**src/rtl/data_mem_bridge_pkg.sv**
```systemverilog
// Shared types and constants for the core data-port to memory-bus bridge.
//   bridge_state_t : FSM encoding (IDLE, REQ, WAIT_R, DONE)
//   mask_*         : core size masks carried on data_write_byte
//   is_misaligned  : size/offset alignment rule
package data_mem_bridge_pkg;

  typedef enum logic [1:0] {
    ST_IDLE   = 2'd0,
    ST_REQ    = 2'd1,
    ST_WAIT_R = 2'd2,
    ST_DONE   = 2'd3
  } bridge_state_t;

  localparam logic [3:0]  mask_byte = 4'b0001;
  localparam logic [3:0]  mask_half = 4'b0011;
  localparam logic [3:0]  mask_word = 4'b1111;

  localparam logic [31:0] ERR_READ_DATA_DEF = 32'hDEADBEEF;

  // Bytes are never misaligned; halves need addr[0]==0, words addr[1:0]==0.
  function automatic logic is_misaligned(input logic [3:0] mask, input logic [1:0] off);
    return ((mask == mask_half) && off[0]) || ((mask == mask_word) && (off != 2'b00));
  endfunction

endpackage

```
**src/rtl/data_mem_bridge_lane_align.sv**
```systemverilog
// Byte-lane alignment between the right-aligned core view and the
// lane-positioned memory bus view.
//   wr_off_i/wdata_i/be_i -> wdata_o/be_o : store data and enables shifted up
//   rd_off_i/rdata_i      -> rdata_o      : load data shifted down to bit 0
module data_mem_bridge_lane_align (
  input  logic [1:0]  wr_off_i,
  input  logic [31:0] wdata_i,
  input  logic [3:0]  be_i,
  output logic [31:0] wdata_o,
  output logic [3:0]  be_o,
  input  logic [1:0]  rd_off_i,
  input  logic [31:0] rdata_i,
  output logic [31:0] rdata_o
);

  always_comb begin
    wdata_o = wdata_i << {wr_off_i, 3'b000};
    be_o    = be_i << wr_off_i;
    // Upper lanes are left as shifted in (zeros); extension is the core's job.
    rdata_o = rdata_i >> {rd_off_i, 3'b000};
  end

endmodule

```
**src/rtl/data_mem_bridge.sv**
```systemverilog
// Core data port -> word-addressed request/grant/response memory bus.
// Core side : data_read_valid, data_write_valid, data_addr, data_write,
//             data_write_byte in; data_read, data_ready out.
// Bus side  : mem_req, mem_we, mem_addr, mem_wdata, mem_be out;
//             mem_gnt, mem_rvalid, mem_rdata in.
// Status    : bus_error (sticky until reset), misaligned (1-cycle pulse).
// Each access: IDLE -> REQ -> WAIT_R -> DONE, or IDLE -> DONE when misaligned,
// with a per-access timeout covering REQ and WAIT_R.
module data_mem_bridge
  import data_mem_bridge_pkg::*;
#(
  parameter int unsigned TIMEOUT_CYCLES = 16,
  parameter logic [31:0] ERR_READ_DATA  = ERR_READ_DATA_DEF
) (
  input  logic        clk,
  input  logic        reset,
  input  logic        data_read_valid,
  input  logic        data_write_valid,
  input  logic [31:0] data_addr,
  input  logic [31:0] data_write,
  input  logic [3:0]  data_write_byte,
  output logic [31:0] data_read,
  output logic        data_ready,
  output logic        mem_req,
  output logic        mem_we,
  output logic [31:0] mem_addr,
  output logic [31:0] mem_wdata,
  output logic [3:0]  mem_be,
  input  logic        mem_gnt,
  input  logic        mem_rvalid,
  input  logic [31:0] mem_rdata,
  output logic        bus_error,
  output logic        misaligned
);

  localparam int unsigned    CW      = $clog2(TIMEOUT_CYCLES + 1);
  localparam logic [CW-1:0]  TO_LAST = CW'(TIMEOUT_CYCLES - 1);

  bridge_state_t state_q, state_d;
  logic [CW-1:0] cnt_q, cnt_d;
  logic [1:0]    off_q, off_d;
  logic [31:0]   data_read_q, data_read_d;
  logic          we_q, we_d;
  logic [31:0]   addr_q, addr_d;
  logic [31:0]   wdata_q, wdata_d;
  logic [3:0]    be_q, be_d;
  logic          berr_q, berr_d;
  logic          mis_q, mis_d;

  logic          req;
  logic          mis_req;
  logic          timeout;
  logic [31:0]   wdata_sh;
  logic [3:0]    be_sh;
  logic [31:0]   rdata_sh;

  assign req     = data_read_valid | data_write_valid;
  assign mis_req = is_misaligned(data_write_byte, data_addr[1:0]);
  assign timeout = (cnt_q == TO_LAST);

  // Write path aligns on the live address (latched on acceptance);
  // read path aligns on the offset captured with the request.
  data_mem_bridge_lane_align u_lane_align (
    .wr_off_i (data_addr[1:0]),
    .wdata_i  (data_write),
    .be_i     (data_write_byte),
    .wdata_o  (wdata_sh),
    .be_o     (be_sh),
    .rd_off_i (off_q),
    .rdata_i  (mem_rdata),
    .rdata_o  (rdata_sh)
  );

  always_comb begin
    state_d     = state_q;
    cnt_d       = cnt_q;
    off_d       = off_q;
    data_read_d = data_read_q;
    we_d        = we_q;
    addr_d      = addr_q;
    wdata_d     = wdata_q;
    be_d        = be_q;
    berr_d      = berr_q;
    mis_d       = 1'b0;
    unique case (state_q)
      ST_IDLE: begin
        if (req) begin
          if (mis_req) begin
            mis_d   = 1'b1;
            berr_d  = 1'b1;
            if (!data_write_valid) data_read_d = ERR_READ_DATA;
            state_d = ST_DONE;
          end else begin
            addr_d  = {data_addr[31:2], 2'b00};
            we_d    = data_write_valid;   // store wins when both are requested
            off_d   = data_addr[1:0];
            wdata_d = wdata_sh;
            be_d    = be_sh;
            cnt_d   = '0;
            state_d = ST_REQ;
          end
        end
      end
      ST_REQ: begin
        cnt_d = cnt_q + 1'b1;
        if (mem_gnt) begin
          if (mem_rvalid) begin
            // grant and response in the same cycle: skip WAIT_R
            if (!we_q) data_read_d = rdata_sh;
            state_d = ST_DONE;
          end else begin
            state_d = ST_WAIT_R;
          end
        end else if (timeout) begin
          berr_d  = 1'b1;
          if (!we_q) data_read_d = ERR_READ_DATA;
          state_d = ST_DONE;
        end
      end
      ST_WAIT_R: begin
        cnt_d = cnt_q + 1'b1;
        if (mem_rvalid) begin
          if (!we_q) data_read_d = rdata_sh;
          state_d = ST_DONE;
        end else if (timeout) begin
          berr_d  = 1'b1;
          if (!we_q) data_read_d = ERR_READ_DATA;
          state_d = ST_DONE;
        end
      end
      ST_DONE: state_d = ST_IDLE;
      default: state_d = ST_IDLE;
    endcase
  end

  always_ff @(posedge clk) begin
    if (reset) begin
      state_q     <= ST_IDLE;
      cnt_q       <= '0;
      off_q       <= '0;
      data_read_q <= '0;
      we_q        <= 1'b0;
      addr_q      <= '0;
      wdata_q     <= '0;
      be_q        <= '0;
      berr_q      <= 1'b0;
      mis_q       <= 1'b0;
    end else begin
      state_q     <= state_d;
      cnt_q       <= cnt_d;
      off_q       <= off_d;
      data_read_q <= data_read_d;
      we_q        <= we_d;
      addr_q      <= addr_d;
      wdata_q     <= wdata_d;
      be_q        <= be_d;
      berr_q      <= berr_d;
      mis_q       <= mis_d;
    end
  end

  // mem_req is a pure state decode, so a reset or timeout drops it on the
  // very next cycle without extra bookkeeping.
  assign mem_req    = (state_q == ST_REQ);
  assign data_ready = ((state_q == ST_IDLE) && !req) || (state_q == ST_DONE);
  assign data_read  = data_read_q;
  assign mem_we     = we_q;
  assign mem_addr   = addr_q;
  assign mem_wdata  = wdata_q;
  assign mem_be     = be_q;
  assign bus_error  = berr_q;
  assign misaligned = mis_q;

endmodule

```
**config.mk**
```make
export PLATFORM = sky130hd
export DESIGN_NAME = data_mem_bridge
export DESIGN_NICKNAME = d
export VERILOG_FILES = /design/src/rtl/data_mem_bridge_pkg.sv /design/src/rtl/data_mem_bridge_lane_align.sv /design/src/rtl/data_mem_bridge.sv
export SDC_FILE = /design/constraint.sdc
export NUM_CORES = 1
export LEC_CHECK = 0
export BUFFER_PORTS_ARGS = -buffer_cell sky130_fd_sc_hd__buf_2
export CORE_ASPECT_RATIO = 1.2
export CORE_MARGIN = 2
export CORE_UTILIZATION = 44
export CTS_CLUSTER_SIZE = 25
export DETAILED_ROUTE_END_ITERATION = 6
export PLACE_DENSITY = 0.86
export SETUP_SLACK_MARGIN = 0.1
export SLEW_MARGIN = 20
export SYNTH_ARGS = -nofsm -noshare
export SYNTH_HDL_FRONTEND = slang
export SYNTH_SLANG_ARGS = --single-unit
export TNS_END_PERCENT = 1
```
**constraint.sdc**
```tcl
create_clock -name clk -period 2 [get_ports clk]
set_input_delay 0.6 -clock clk [delete_from_list [all_inputs] [get_ports clk]]
set_output_delay 0.6 -clock clk [all_outputs]
set_load 0.005 [all_outputs]
```
==> results.cfg, run 1 <==
[run_status]
outcome = complete, but fails checks
violations = setup timing

[global_routing]
grt_pass1_wl_mm = 23.4
first_global_vias = 4884
grt_overflow_total = 0
track_usage_pct = 23.6
antenna_found_initial = 1
grt_start_max_net_pins = 68

[routing]
first_pass_iters = 4
via_per_inst = 5.32
vias = 5271
antenna_left = 0
post-route-drc-count = 0
wire_per_inst_um = 15.2
routed_wl_mm = 15.0
drt-initial-drc-count = 236

[critical_path]
crit_path_max_fanout = 3
cp-start-kind = flip-flop
crit_required_ps = 1400
crit_path_end_kind = output port
crit_type = reg2out
cp.arrival_ps = 1420

[clocking]
clock_sinks = 110
clockBufferDepth = 2
clkTransAtPathRegs_ps = 80
clkLatencyLatePin_ps = 340
h-tree-depth = 3
numCtsBuffers = 9
cts_tree = done
cts.hold.buffers_added = 0
root_buffer = clkbuf_16

[sta]
rsz0062_at_grt = yes
hold_viol_final = 0
fmaxAchievable_mhz = 496
min_period_ps = 2020
period_share_pct = 101
setup_viol = 1
worst_pin_slew_ps = 661
maxSlewHeadroom_pct = 55.8
whs_ps = 451
finalMaxSlewViolations = 0
setup_slack_ps = -15.1
finalClockSkew_ps = 6.31

[placement]
dpl.hpwl_mm = 11.3
portBuffers = 208
gp_congestion = 0.944
place_area_um2 = 6560

[power_and_ir_drop]
cellLeakagePower_uw = 0.00320
switchingPower_uw = 3340
power_frac_clock_pct = 20.8
switching_share_pct = 38.0
pwr-share-seq_pct = 33.8
power.internal_uw = 5460
peakVddDrop_v = 0.000578
p_comb_share_pct = 45.3
power.density_nw_per_um2 = 1250
p_total_uw = 8800

[synth]
ys_seq_area_share_pct = 43.2
syn-instance-count = 612
yosysWarnings = 0
ys_seq_elements = 110
synth_area_um2 = 5090
synth.distinct_cells = 43
avgSynthCellArea_um2 = 8.32

[finish]
stdcell_area_um2 = 7020
multiInputGateArea_um2 = 2770
nFillCells = 1011
area_growth_pct = 37.8
drive_gt1_share_pct = 35.7
layout.nets = 943
register_area_um2 = 2200
antennaDiodeCount = 0

[die]
start_util_pct = 44.6
pin_count = 211
die_w_um = 102
dieArea_um2 = 12500
die_h_um = 122
coreArea_um2 = 11400
rows = 43

[job]
max_cap_violations = 0

[hold_path]
hp-class = reg2reg
==> worst paths after layout <==
| check | cells after the start | slack, ps | from | end |
|---|---|---|---|---|
| worst max-delay path | 5 | -20 | state_q[0]$_SDFFE_PP0N_ | data_ready |
| worst min-delay path | 2 | 450 | mem_addr[4]$_SDFFE_PP0P_ | mem_addr[4]$_SDFFE_PP0P_ |
| worst max register to register | 7 | 90 | state_q[1]$_SDFFE_PP0N_ | data_read[21]$_SDFFE_PP0P_ |
| worst min register to register | 2 | 450 | mem_addr[4]$_SDFFE_PP0P_ | mem_addr[4]$_SDFFE_PP0P_ |
==> placed cells by master (no fill, tap or decap), types with 21 or more instances in the layout <==
cell and instances:
nand2_1 93, buf_4 34, a21oi_1 76, nor2_1 43
mux2i_1 34, a211oi_1 30, a22o_1 21, dfxtp_1 108
o21ai_0 33, buf_2 207
==> power by group through the flow <==
stage	registers, uW	logic, uW	clock network [uW]
detailed placement	3020	3760	0
finish	2980	3990	1840
CTS	2980	3930	1880
floorplan	3050	2150	0
global placement	3000	3680	0
global route	3030	4410	1950
==> state kept, by name (all words and copies together), names as in the netlist <==
name / flops
mem_addr: 30
off_q: 2
data_read: 32
cnt_q: 5
misaligned: 1
state_q: 2
mem_we: 1
mem_be: 4
bus_error: 1
mem_wdata: 32
==> final cells by class <==
cell class | instances | area share (%)
Sequential cell | 110 | 31.4
Tap cell | 157 | 2.80
Clock buffer | 9 | 3.21
Clock inverter | 7 | 1.23
Multi-Input combinational cell | 447 | 39.4
Timing Repair Buffer | 252 | 21.4
Inverter | 9 | 0.482
==> timing repair <==
item	4_1_cts	5_1_grt
resized for setup	17	9
endpoints found under the setup margin	33	34
pin swaps	1	12
gates cloned	0	0
setup buffers	5	0
==> kinds of logic (layout without fill, tap and decap cells) <==
family | after synthesis | after routing | synth area share (%)
AO/OA/AOI/OAI | 191 | 191 | 23.6
adder cells (fa/ha/maj) | 8 | 8 | 1.97
buffers and inverters | 56 | 277 | 4.77
AND/OR/NAND/NOR | 204 | 204 | 17.9
XOR/XNOR | 1 | 1 | 0.172
other | 1 | 2 | 0.0736
flip-flops | 110 | 110 | 43.2
multiplexers | 41 | 41 | 8.23
==> cell usage after synthesis <==
cell type | number | area [um2]
nor3b_2 | 1 | 12.5
o21ai_0 | 34 | 170
o22a_1 | 1 | 8.76
or3_1 | 10 | 62.6
a221oi_1 | 1 | 8.76
mux2_2 | 7 | 78.8
nor3_1 | 12 | 60.1
nor2b_1 | 14 | 87.6
a211oi_1 | 30 | 225
buf_1 | 6 | 22.5
o21ai_1 | 1 | 5.00
ha_1 | 8 | 100
a22o_1 | 21 | 184
a22oi_1 | 1 | 7.51
nor3b_1 | 4 | 30.0
dfxtp_1 | 110 | 2200
nand3_1 | 14 | 70.1
o31ai_1 | 2 | 15.0
nor2_1 | 45 | 169
mux2i_1 | 34 | 340
o221ai_1 | 1 | 8.76
clkbuf_1 | 29 | 109
o21ai_2 | 1 | 8.76
conb_1 | 1 | 3.75
buf_4 | 2 | 15.0
o21a_1 | 4 | 30.0
or2_2 | 2 | 12.5
a32oi_1 | 1 | 8.76
o22ai_1 | 1 | 6.26
inv_1 | 9 | 33.8
o41a_1 | 1 | 11.3
and3_1 | 2 | 12.5
o2bb2ai_1 | 11 | 96.3
a21o_1 | 3 | 22.5
nand2b_1 | 5 | 31.3
xor2_1 | 1 | 8.76
a31oi_1 | 1 | 6.26
nand2_1 | 93 | 349
nand4b_1 | 1 | 8.76
buf_2 | 8 | 40.0
a21oi_1 | 76 | 380
buf_6 | 2 | 22.5
and2_1 | 1 | 6.26
==> critical path, stage by stage (launching register included) <==
cell	delay, ps
dfxtp_2	350
inv_2	70
ha_4	160
nor3b_4	140
or2_4	230
buf_6	110
==> routing by layer <==
| metal | global-route usage, % | share of wire (%) | up-vias |
|---|---|---|---|
| met5 | 0 | 0 | - |
| met4 | 8.83 | 2.3 | 0 |
| met3 | 6.14 | 8.0 | 24 |
| met2 | 41.2 | 50 | 248 |
| met1 | 27.6 | 39 | 2408 |
| li1 | - | - | 2591 |
==> metrics by stage <==
stage / utilization (%) / instances / setup WS, ps / setup TNS (ps)
after CTS: 61.1 / 991 / 4.08 / 0
after global placement: 57.5 / 970 / -157 / -1660
after global routing: 61.5 / 991 / -48.7 / -48.7
after floorplan: - / 613 / 42.7 / 0
after detailed placement: 57.5 / 970 / -154 / -3350
final: 61.5 / 991 / -15.1 / -15.1
Power figures use the tool's default switching activity.
==> run 2: changes to the inputs <==
CORE_UTILIZATION = 45   (was 44)
CTS_BUF_LIST = sky130_fd_sc_hd__clkbuf_4   (was default)
PLACE_DENSITY = 0.88   (was 0.86)
==> run 2 against run 1 <==
Net effect:
- the flow still finishes with violations (setup timing)
- fmax shrank 5.9%
- sequential power is essentially flat
- count of clock-buffer cells in the layout is the same
- clock power shrank 39%
- register-to-register slack lost 110 ps
- hold slack lost 140 ps
- non-clock buffer count shrank 3
- highest routed layer unchanged
==> results.cfg, run 2 (synthesis results as in run 1) <==
[run_status]
outcome = complete, but fails checks
violations = setup timing

[die]
start_util_pct = 46.1
rows = 42
dieArea_um2 = 12200
die_h_um = 121
coreArea_um2 = 11000
die_w_um = 101
pin_count = 211

[sta]
fmaxAchievable_mhz = 467
maxSlewHeadroom_pct = 50.7
rsz0062_at_grt = yes
period_share_pct = 107
setup_slack_ps = -141
hold_viol_final = 0
min_period_ps = 2140
setup_viol = 2
finalClockSkew_ps = 28.1
worst_pin_slew_ps = 738
finalMaxSlewViolations = 0

[finish]
nFillCells = 972
final_cell_mix = buf_2 (206), dfxtp_1 (108), nand2_1 (93)
layout.nets = 940
final_common_cell = buf_2
drive_gt1_share_pct = 35.5
area_growth_pct = 33.7
fin_util_pct = 61.7
stdcell_area_um2 = 6810
antennaDiodeCount = 0

[power_and_ir_drop]
power_frac_clock_pct = 13.8
power.internal_uw = 4840
peakVddDrop_v = 0.000589
switchingPower_uw = 3280
switching_share_pct = 40.4
power.density_nw_per_um2 = 1190
p_total_uw = 8130
p_comb_share_pct = 49.5
pwr-share-seq_pct = 36.7
cellLeakagePower_uw = 0.00312

[global_routing]
grt_start_max_net_pins = 73
grt_pass1_wl_mm = 23.8
use_met2_pct = 43.8
antenna_found_initial = 0
first_global_vias = 5128
grt_overflow_total = 0
use_met3_pct = 6.30
met1_usage_pct = 26.9
track_usage_pct = 24.4
globalRoute.busiestLayer = met2

[routing]
post-route-drc-count = 0
wire_per_inst_um = 15.9
routed_wl_mm = 15.3
via_per_inst = 5.57
drt-initial-drc-count = 235
first_pass_iters = 5
antenna_left = 0
vias = 5368

[clocking]
clockBufferDepth = 2
clkTransAtPathRegs_ps = 200
h-tree-depth = 3
cts_tree = done
cts.hold.buffers_added = 0
clkLatencyLatePin_ps = 490
clock_sinks = 110
numCtsBuffers = 9
root_buffer = clkbuf_4

[placement]
gp_congestion = 0.943
portBuffers = 208
place_area_um2 = 6500
dpl.hpwl_mm = 11.3

[hold_path]
hold_path_depth = 3
hold_path_end = mem_addr[19]$_SDFFE_PP0P_
hold_start = data_addr[19]
hp-class = in2reg

[critical_path]
worst_r2r_endpoint = data_read[1]$_SDFFE_PP0P_
crit_buf_inv = 2
cp.arrival_ps = 1540
slowest_delay_ps = 380
ff2ff_path_depth = 8
crit_path_end_kind = output port
cp-start-kind = flip-flop
ff2ff_setup_slack_ps = -20
crit_family = flip-flops
cp_cell_sequence = inv_2, ha_4, nor3b_4, or2_4, buf_6
crit_required_ps = 1400
crit_type = reg2out
crit_cells = 5
crit_path_max_fanout = 2
crit_slowest_cell = dfxtp_2
r2r-start = state_q[0]$_SDFFE_PP0N_

[job]
max_cap_violations = 0
[run 2: worst max path at each step]
stage | start | endpoint | slack [ps]
2_1_floorplan | data_write_valid | data_read[18]$_SDFFE_PP0P_ | 40
3_3_place_gp | data_write_byte[3] | mem_wdata[15]$_SDFFE_PP0P_ | -70
3_5_place_dp | data_write_byte[2] | mem_be[0]$_SDFFE_PP0P_ | -110
4_1_cts | state_q[0]$_SDFFE_PP0N_ | data_ready | -150
5_1_grt | state_q[0]$_SDFFE_PP0N_ | data_ready | -200
6_report | state_q[0]$_SDFFE_PP0N_ | data_ready | -140
[run 2: what timing repair did]
| action | 4_1_cts | 5_1_grt |
|---|---|---|
| resized for setup | 18 | 9 |
| pin swaps | 1 | 6 |
| buffers inserted | 5 | 1 |
| setup endpoints to repair | 34 | 35 |
[run 2: power groups by stage]
stage | Sequential, uW | Clock [uW] | Combinational [uW]
6_report | 2980 | 1120 | 4030
4_1_cts | 2980 | 1150 | 3940
3_5_place_dp | 3030 | 0 | 3730
5_1_grt | 3040 | 1230 | 4410
3_3_place_gp | 3010 | 0 | 3640
2_1_floorplan | 3050 | 0 | 2150
[run 2: per-stage QoR]
stage	instances	hold slack (ps)	setup WS [ps]	TNS (ps)
after detailed placement	941	443	-111	-5190
after global routing	963	283	-198	-364
after CTS	962	289	-149	-149
after global placement	941	437	-72.4	-3280
after floorplan	613	442	42.7	0
final	963	314	-141	-157
[run 2: routing by layer]
layer,part of all wire (%),up-vias,wire (um)
met2,51,268,7890
met3,8.6,34,1320
li1,-,2596,-
met5,0,-,0
met1,37,2470,5700
met4,2.8,0,433
[run 2: layout make-up]
cell class | count | area, um2 | share of cell area (%)
well taps | 132 | 165 | 2.43
repair buffers | 249 | 1490 | 21.9
flip-flops and latches | 110 | 2200 | 32.4
inverters | 9 | 33.8 | 0.496
multi-input cells | 447 | 2770 | 40.7
clock inverters | 7 | 73.8 | 1.08
clock buffers | 9 | 67.6 | 0.992
[run 2: tightest hold or removal path, stage by stage]
cell,delay (ps)
buf_2,90
nand2_1,40
a21oi_1,50
==> run 3: changes to the inputs <==
PLACE_DENSITY = 0.86   (was 0.88)
==> run 3 against run 2 <==
Net effect:
- the flow still finishes with violations (setup timing)
- global-route usage about the same
- critical path depth is the same
- sequential share of layout area rose by 0.29 points
- count of clock-buffer cells in the layout stayed put
- die area unchanged
- hold slack improved by 5.3 ps
- worst setup slack worse by 16 ps
- final area fell by 0.88%
- largest cell class unchanged
- critical endpoint unchanged
- fmax fell by 0.75%
- sequential cell count did not move
==> results.cfg, run 3 (synthesis results as in run 1) <==
[die]
pin_count = 211
die_w_um = 101
coreArea_um2 = 11000
start_util_pct = 46.1
die_h_um = 121
rows = 42
dieArea_um2 = 12200

[finish]
area_growth_pct = 32.5
nFillCells = 963
layout.nets = 941
final_cell_mix = buf_2 (206), dfxtp_1 (108), nand2_1 (93)
drive_gt1_share_pct = 35.3
stdcell_area_um2 = 6750
final_common_cell = buf_2
fin_util_pct = 61.1

[routing]
drt-initial-drc-count = 272
first_pass_iters = 6
routed_wl_mm = 15.0
vias = 5316
antenna_left = 0
wire_per_inst_um = 15.6
via_per_inst = 5.51
post-route-drc-count = 0

[run_status]
outcome = complete, but fails checks
violations = setup timing

[sta]
setup_tns_ps = -157
finalClockSkew_ps = 13.3
worst_pin_slew_ps = 707
hold_viol_final = 0
setup_slack_ps = -157
min_period_ps = 2160
rsz0062_at_grt = yes
finalMaxSlewViolations = 0
maxSlewHeadroom_pct = 52.8
setup_viol = 1
period_share_pct = 108
fmaxAchievable_mhz = 464

[critical_path]
cp-start-kind = flip-flop
crit_path_max_fanout = 2
crit_path_end_kind = output port
cp_cell_sequence = inv_2, ha_4, nor3b_4, or2_4, buf_6
crit_required_ps = 1400
crit_type = reg2out
crit_slowest_cell = dfxtp_2
slowest_delay_ps = 390
cp.arrival_ps = 1560

[global_routing]
first_global_vias = 4932
antenna_found_initial = 1
track_usage_pct = 24.3
grt_start_max_net_pins = 71
grt_pass1_wl_mm = 23.7
grt_overflow_total = 0

[power_and_ir_drop]
pwr-share-seq_pct = 37.3
switching_share_pct = 40.3
power.internal_uw = 4790
cellLeakagePower_uw = 0.00310
power.density_nw_per_um2 = 1190
peakVddDrop_v = 0.000554
power_frac_clock_pct = 13.9
p_total_uw = 8030
p_comb_share_pct = 48.9
switchingPower_uw = 3230

[clocking]
h-tree-depth = 3
clock_sinks = 110
cts_tree = done
clkTransAtPathRegs_ps = 190
clkLatencyLatePin_ps = 480
cts.hold.buffers_added = 0
numCtsBuffers = 9
root_buffer = clkbuf_4
clockBufferDepth = 2

[job]
max_cap_violations = 0

[placement]
dpl.hpwl_mm = 11.3
gp_congestion = 0.971
place_area_um2 = 6460
portBuffers = 208

[hold_path]
hp-class = in2reg
-- run 3: cell types whose count changed in the layout (fill, tap and decap cells not counted), moves of 2 or more --
cell,previous run,this run
clkinvlp_4,2,0
o2bb2ai_1,8,11
buf_12,10,6
o2bb2ai_2,3,0
buf_4,30,36
inv_8,3,1
inv_6,0,2
-- run 3: what timing repair did --
action | 4_1_cts | 5_1_grt
gates resized for setup | 17 | 6
pin swaps | 2 | 1
gates cloned | 0 | 0
setup buffers | 5 | 0
setup endpoints to repair | 34 | 36
-- run 3: metal layers --
layer / share of wire (%) / up-vias / track usage [%]
met5: 0 / - / 0
met1: 38 / 2419 / 27.6
li1: - / 2602 / -
met3: 9.1 / 37 / 6.59
met4: 2.9 / 0 / 10.9
met2: 50 / 258 / 42.2
-- run 3: final timing paths --
path	startpoint	end	slack [ps]	cells past startpoint
worst min-delay path	data_addr[19]	mem_addr[19]$_SDFFE_PP0P_	320	3
worst max register to register	state_q[1]$_SDFFE_PP0N_	data_read[2]$_SDFFE_PP0P_	50	8
worst max-delay path	state_q[0]$_SDFFE_PP0N_	data_ready	-160	5
worst min register to register	mem_wdata[9]$_SDFFE_PP0P_	mem_wdata[9]$_SDFFE_PP0P_	460	2
-- run 3: worst max-delay path: cells and delay by family, from the launching register on --
family | cells | cell delay, ps
DFF | 1 | 390
and+or+nand+nor | 2 | 370
buffers and inverters | 2 | 170
adders and majority gates | 1 | 150
-- run 3: layout make-up --
class	count	area [um2]	share of cell area [%]
multi-input cells	447	2750	40.8
flip-flops and latches	110	2200	32.7
repair buffers	250	1440	21.4
well taps	132	165	2.45
clock inverters	7	78.8	1.17
clock buffers	9	67.6	1.00
inverters	9	33.8	0.501
diodes	1	2.50	0.0371
-- run 3: metrics by stage --
step / instances / setup WS [ps] / hold WS (ps)
after floorplan: 613 / 42.7 / 442
after global placement: 943 / -91.7 / 435
after detailed placement: 943 / -138 / 443
after CTS: 964 / -174 / 286
after global routing: 965 / -230 / 277
final: 965 / -157 / 319
-- run 3: power by group through the flow --
| stage | registers, uW | clock network [uW] | logic [uW] |
|---|---|---|---|
| after floorplan | 3050 | 0 | 2150 |
| after global placement | 3020 | 0 | 3580 |
| after detailed placement | 3040 | 0 | 3670 |
| after CTS | 2990 | 1150 | 3860 |
| after global routing | 3040 | 1240 | 4340 |
| final | 2990 | 1110 | 3920 |
